==> src/rtl/mem_arbiter.sv <==
// rtl/mem_arbiter.sv - two-requester arbiter/sequencer for the shared external memory port
//
// Purpose: shares one valid/ready memory bus between instruction fetch (imem)
// and load/store (dmem). One transaction at a time, bus signals driven from
// copies latched at grant, dmem has priority, fetch is protected from
// starvation, and a stalled bus transaction is aborted after a timeout.
//
// Ports:
//   clk_i, rst_i                    clock, asynchronous active-high reset
//   imem_req_i, imem_addr_i         fetch request (held until imem_ready_o)
//   imem_rdata_o, imem_ready_o,
//   imem_err_o                      fetch data, completion pulse, abort pulse
//   dmem_req_i, dmem_we_i,
//   dmem_addr_i, dmem_wdata_i,
//   dmem_wstrb_i                    load/store request (held until dmem_ready_o)
//   dmem_rdata_o, dmem_ready_o,
//   dmem_err_o                      load data, completion pulse, abort pulse
//   mem_valid_o, mem_write_o,
//   mem_addr_o, mem_wdata_o,
//   mem_wstrb_o                     external request, from latched copies
//   mem_rdata_i, mem_ready_i        external response
//   grant_o                         owner: 00 none, 01 imem, 10 dmem
module mem_arbiter #(
  parameter int STARVE_LIMIT   = 4,
  parameter int TIMEOUT_CYCLES = 256
) (
  input  logic        clk_i,
  input  logic        rst_i,
  input  logic        imem_req_i,
  input  logic [31:0] imem_addr_i,
  output logic [31:0] imem_rdata_o,
  output logic        imem_ready_o,
  output logic        imem_err_o,
  input  logic        dmem_req_i,
  input  logic        dmem_we_i,
  input  logic [31:0] dmem_addr_i,
  input  logic [31:0] dmem_wdata_i,
  input  logic [3:0]  dmem_wstrb_i,
  output logic [31:0] dmem_rdata_o,
  output logic        dmem_ready_o,
  output logic        dmem_err_o,
  output logic        mem_valid_o,
  output logic        mem_write_o,
  output logic [31:0] mem_addr_o,
  output logic [31:0] mem_wdata_o,
  output logic [3:0]  mem_wstrb_o,
  input  logic [31:0] mem_rdata_i,
  input  logic        mem_ready_i,
  output logic [1:0]  grant_o
);

  localparam int TW = (TIMEOUT_CYCLES > 2) ? $clog2(TIMEOUT_CYCLES) : 1;
  localparam logic [TW-1:0] TO_LAST = TW'((TIMEOUT_CYCLES > 0) ? TIMEOUT_CYCLES - 1 : 0);
  localparam logic [3:0] STARVE_MAX = 4'(STARVE_LIMIT);

  // State encoding doubles as the grant_o value.
  typedef enum logic [1:0] {
    IDLE  = 2'b00,
    BUS_I = 2'b01,
    BUS_D = 2'b10
  } state_t;

  state_t        state;
  logic [3:0]    starve_cnt;
  logic [TW-1:0] to_cnt;
  logic [31:0]   lat_addr;
  logic          lat_we;
  logic [31:0]   lat_wdata;
  logic [3:0]    lat_wstrb;

  logic in_bus;
  logic to_hit;
  logic done;
  logic pick_i;

  assign in_bus = (state != IDLE);
  // A real response in the last allowed cycle wins over the abort.
  assign to_hit = (TIMEOUT_CYCLES != 0) && in_bus && !mem_ready_i && (to_cnt == TO_LAST);
  assign done   = in_bus && (mem_ready_i || to_hit);
  // Fetch wins when it is alone or has waited out STARVE_LIMIT dmem grants.
  assign pick_i = imem_req_i && (!dmem_req_i || (starve_cnt == STARVE_MAX));

  always_ff @(posedge clk_i or posedge rst_i) begin
    if (rst_i) begin
      state      <= IDLE;
      starve_cnt <= '0;
      to_cnt     <= '0;
      lat_addr   <= '0;
      lat_we     <= 1'b0;
      lat_wdata  <= '0;
      lat_wstrb  <= '0;
    end else begin
      case (state)
        IDLE: begin
          to_cnt <= '0;
          if (pick_i) begin
            state      <= BUS_I;
            lat_addr   <= imem_addr_i;
            lat_we     <= 1'b0;
            lat_wdata  <= '0;
            lat_wstrb  <= '0;
            starve_cnt <= '0;
          end else if (dmem_req_i) begin
            state     <= BUS_D;
            lat_addr  <= dmem_addr_i;
            lat_we    <= dmem_we_i;
            lat_wdata <= dmem_wdata_i;
            lat_wstrb <= dmem_we_i ? dmem_wstrb_i : 4'b0000;
            if (!imem_req_i)
              starve_cnt <= '0;
            else if (starve_cnt != STARVE_MAX)
              starve_cnt <= starve_cnt + 4'd1;
          end else begin
            starve_cnt <= '0;
          end
        end
        default: begin
          if (done)
            state <= IDLE;
          else
            to_cnt <= to_cnt + 1'b1;
        end
      endcase
    end
  end

  assign grant_o     = state;
  assign mem_valid_o = in_bus;
  assign mem_write_o = in_bus && lat_we;
  assign mem_addr_o  = in_bus ? lat_addr  : 32'h0;
  assign mem_wdata_o = in_bus ? lat_wdata : 32'h0;
  assign mem_wstrb_o = in_bus ? lat_wstrb : 4'b0000;

  assign imem_ready_o = (state == BUS_I) && done;
  assign imem_err_o   = (state == BUS_I) && to_hit;
  assign imem_rdata_o = ((state == BUS_I) && mem_ready_i) ? mem_rdata_i : 32'h0;

  assign dmem_ready_o = (state == BUS_D) && done;
  assign dmem_err_o   = (state == BUS_D) && to_hit;
  assign dmem_rdata_o = ((state == BUS_D) && mem_ready_i) ? mem_rdata_i : 32'h0;

endmodule

==> config.mk <==
export PLATFORM = sky130hd
export DESIGN_NAME = mem_arbiter
export DESIGN_NICKNAME = d
export VERILOG_FILES = /design/src/rtl/mem_arbiter.sv
export SDC_FILE = /design/constraint.sdc
export NUM_CORES = 1
export LEC_CHECK = 0
export ABC_AREA = 1
export CAP_MARGIN = 20
export CORE_MARGIN = 5
export CORE_UTILIZATION = 41
export CTS_BUF_LIST = sky130_fd_sc_hd__clkbuf_8
export CTS_CLUSTER_SIZE = 24
export DETAILED_ROUTE_END_ITERATION = 10
export PLACE_DENSITY = 0.93
export SYNTH_ARGS = -nofsm -noshare
export SYNTH_HDL_FRONTEND = slang
export SYNTH_SLANG_ARGS = --single-unit
==> constraint.sdc <==
create_clock -name clk_i -period 6.1 [get_ports clk_i]
set_clock_uncertainty 0.05 [all_clocks]
set_input_delay 0.61 -clock clk_i [delete_from_list [all_inputs] [get_ports clk_i]]
set_output_delay 0.61 -clock clk_i [all_outputs]
set_load 0.02 [all_outputs]
==> flow_summary.yaml <==
setup_path:
  cp_data_arrival_time_ns: 2.81
  path_class: "reg -> out"
  r2r-end: "lat_wdata[30]"
  crit_required_ns: 5.44
  crit_path_end_kind: "primary output"
  start_kind: "flip-flop"
  r2r_start: "grant_o[0]"
  reg2reg_depth: 7
  critPathMaxFanout: 81
  r2r_setup_slack_ns: 3.42
place:
  pre_cts_ws_ns: 2.35
  port_buffers: 277
  place_area_um2: 7310
  hpwlAfterDp_um: 12300
  place_congestion: 0.814
grt:
  grt_pass1_vias: 4934
  grt_use_met3_pct: 7.08
  antenna_found_initial: 0
  grtUsageMet2_pct: 43.7
  overflow: 0
  grt-busiest-layer: "met2"
  grt_max_degree: 84
  grt_use_met1_pct: 24.3
  grtUsageTotal_pct: 23.4
  grt_pass1_wl_um: 24200
power_and_ir_drop:
  peakVddDrop_mv: 0.316
  power.leakage_nw: 3.54
  cellPowerDensity_nw_per_um2: 416
timing:
  fmax_mhz: 288
  timing.final.hold_violations: 0
  final_max_slew_viol_count: 0
  post-route-period-util_pct: 56.8
  setup_ws_ns: 2.63
  setup_viol: 0
  slew_headroom_pct: 33.6
  rsz0062_at_grt: "no"
  worst_pin_slew_ns: 0.992
  tns_ns: 0
  period_needed_ns: 3.47
cells_and_area:
  drive_gt1_share_pct: 3.23
  final_cell_mix: "clkdlybuf4s50_1, nand2_1, nor2_1"
  syn_to_final_growth_pct: 68.2
  diodes: 0
  layout_commonest_cell: "clkdlybuf4s50_1"
  nNetsFinal: 1065
  final_area_um2: 7540
flow_run:
  cap_violations: 0
die:
  core_um2: 10800
  initial_core_util_pct: 41.5
  ioPinCount: 278
  die-area_um2: 13100
  row_count: 38
  die_h_um: 115
  fp.dieW_um: 115
yosys:
  synth_cell_type_count: 27
  synth_seq_cells: 83
  ys_warn_count: 0
  synth.yosys.seq_area_share_pct: 46.3
  syn_area_um2: 4480
  syn_avg_cell_area_um2: 6.78
  synth_area_leader_cell: "dfrtp_1"
  synthTopCellsByArea: "dfrtp_1, nand2_1, nor2_1, inv_1, nand3_1"
  syn_inst: 661
  synth_top_area_share_pct: 46.3
  synthesis.nets: 802
route:
  ant_nets: 0
  drc: 0
  drt-total-wl_um: 15800
  drt-vias-per-instance: 4.68
  drtPass1Iterations: 5
  first_iter_violations: 284
  vias: 4999
  routedWlPerCell_um: 14.8
clocking:
  clockBufferDepth: 2
  cts-htree-levels: 3
  cts_resized: 0
  cts_hold_buffers: 0
  clock_sinks: 83
  numCtsBuffers: 9
  clock-root-buffer: "clkbuf_8"
  post-cts-setup-buffers: 0
  clk_latency_ns: 0.34
  path_clk_slew_ns: 0.08
  cts_tree: "yes"
min_path:
  worstHoldStart: "lat_wstrb[2]"
  min_to: "lat_wstrb[2]"
  hold_depth: 2
  hp-class: "reg -> reg"
status:
  status: "completed"
## worst max path at each step
stage                      startpoint              end
after CTS                 mem_ready_i  imem_rdata_o[9]
after global routing       grant_o[0]     imem_ready_o
after detailed placement  mem_ready_i  imem_rdata_o[9]
after global placement    mem_ready_i  imem_rdata_o[9]
after floorplan                 rst_i       grant_o[0]
final                      grant_o[0]     imem_ready_o
## stage by stage
step           total power [mW]  hold slack, ns  util, %  instances
4_1_cts                    3.15           0.439     69.4       1065
2_1_floorplan              1.96           0.399        -        661
5_1_grt                    3.37           0.471     69.8       1068
3_3_place_gp               2.73           0.416     67.7       1050
3_5_place_dp               2.79           0.415     67.7       1050
6_report                   3.13           0.437     69.8       1068
## final cells by class
class / count / area [µm²]
clock buffer: 10 / 138
clock inverter: 5 / 38.8
fill: 847 / 3260
inverter: 119 / 450
multi-input combinational: 428 / 1810
sequential: 83 / 2080
tap: 140 / 175
timing repair buffer: 283 / 2850
## synthesized netlist by cell type, drive strengths merged
cell type / instances
xnor2: 1
o22ai: 3
clkbuf: 13
dfrtp: 83
o21bai: 1
o21ai: 38
buf: 18
nor2: 148
a21o: 1
xor2: 4
or2: 2
inv: 119
ha: 3
nand2: 177
a21oi: 2
nand3: 47
nand4: 1
## flip-flops by register name, indices dropped and copies added, names as in the netlist
| register | flops |
|---|---|
| lat_addr | 32 |
| lat_wdata | 32 |
| to_cnt | 8 |
| lat_wstrb | 4 |
| starve_cnt | 4 |
| grant_o | 2 |
| lat_we | 1 |
## critical path: stages, from the launching register on
cell	delay [ns]
dfrtp_1	0.52
nor2_4	0.21
buf_4	0.68
nor2_1	0.12
nand3_1	0.17
nand2_1	0.07
inv_1	0.09
nor2_1	0.05
clkdlybuf4s50_1	0.53
## metal layers
metal	vias up	part of all wire, %
met5	-	0
met4	0	3.5
met3	30	9.6
met2	228	53
met1	2276	34
li1	2465	-
## where the power goes
group	switching, mW	internal, mW
clock	0.204	0.158
combinational	1.10	0.770
sequential	0.120	0.779
total	1.42	1.71
## cells by family after synthesis
group | after synthesis | synth area share (%)
and+or+nand+nor | 375 | 33.2
AOI/OAI and AO/OA | 45 | 5.30
adders and majority gates | 3 | 0.838
DFF | 83 | 46.3
buffers and inverters | 150 | 13.4
xor gates and xnor gates | 5 | 0.977
Note: power is estimated with default switching activity, not from simulation.
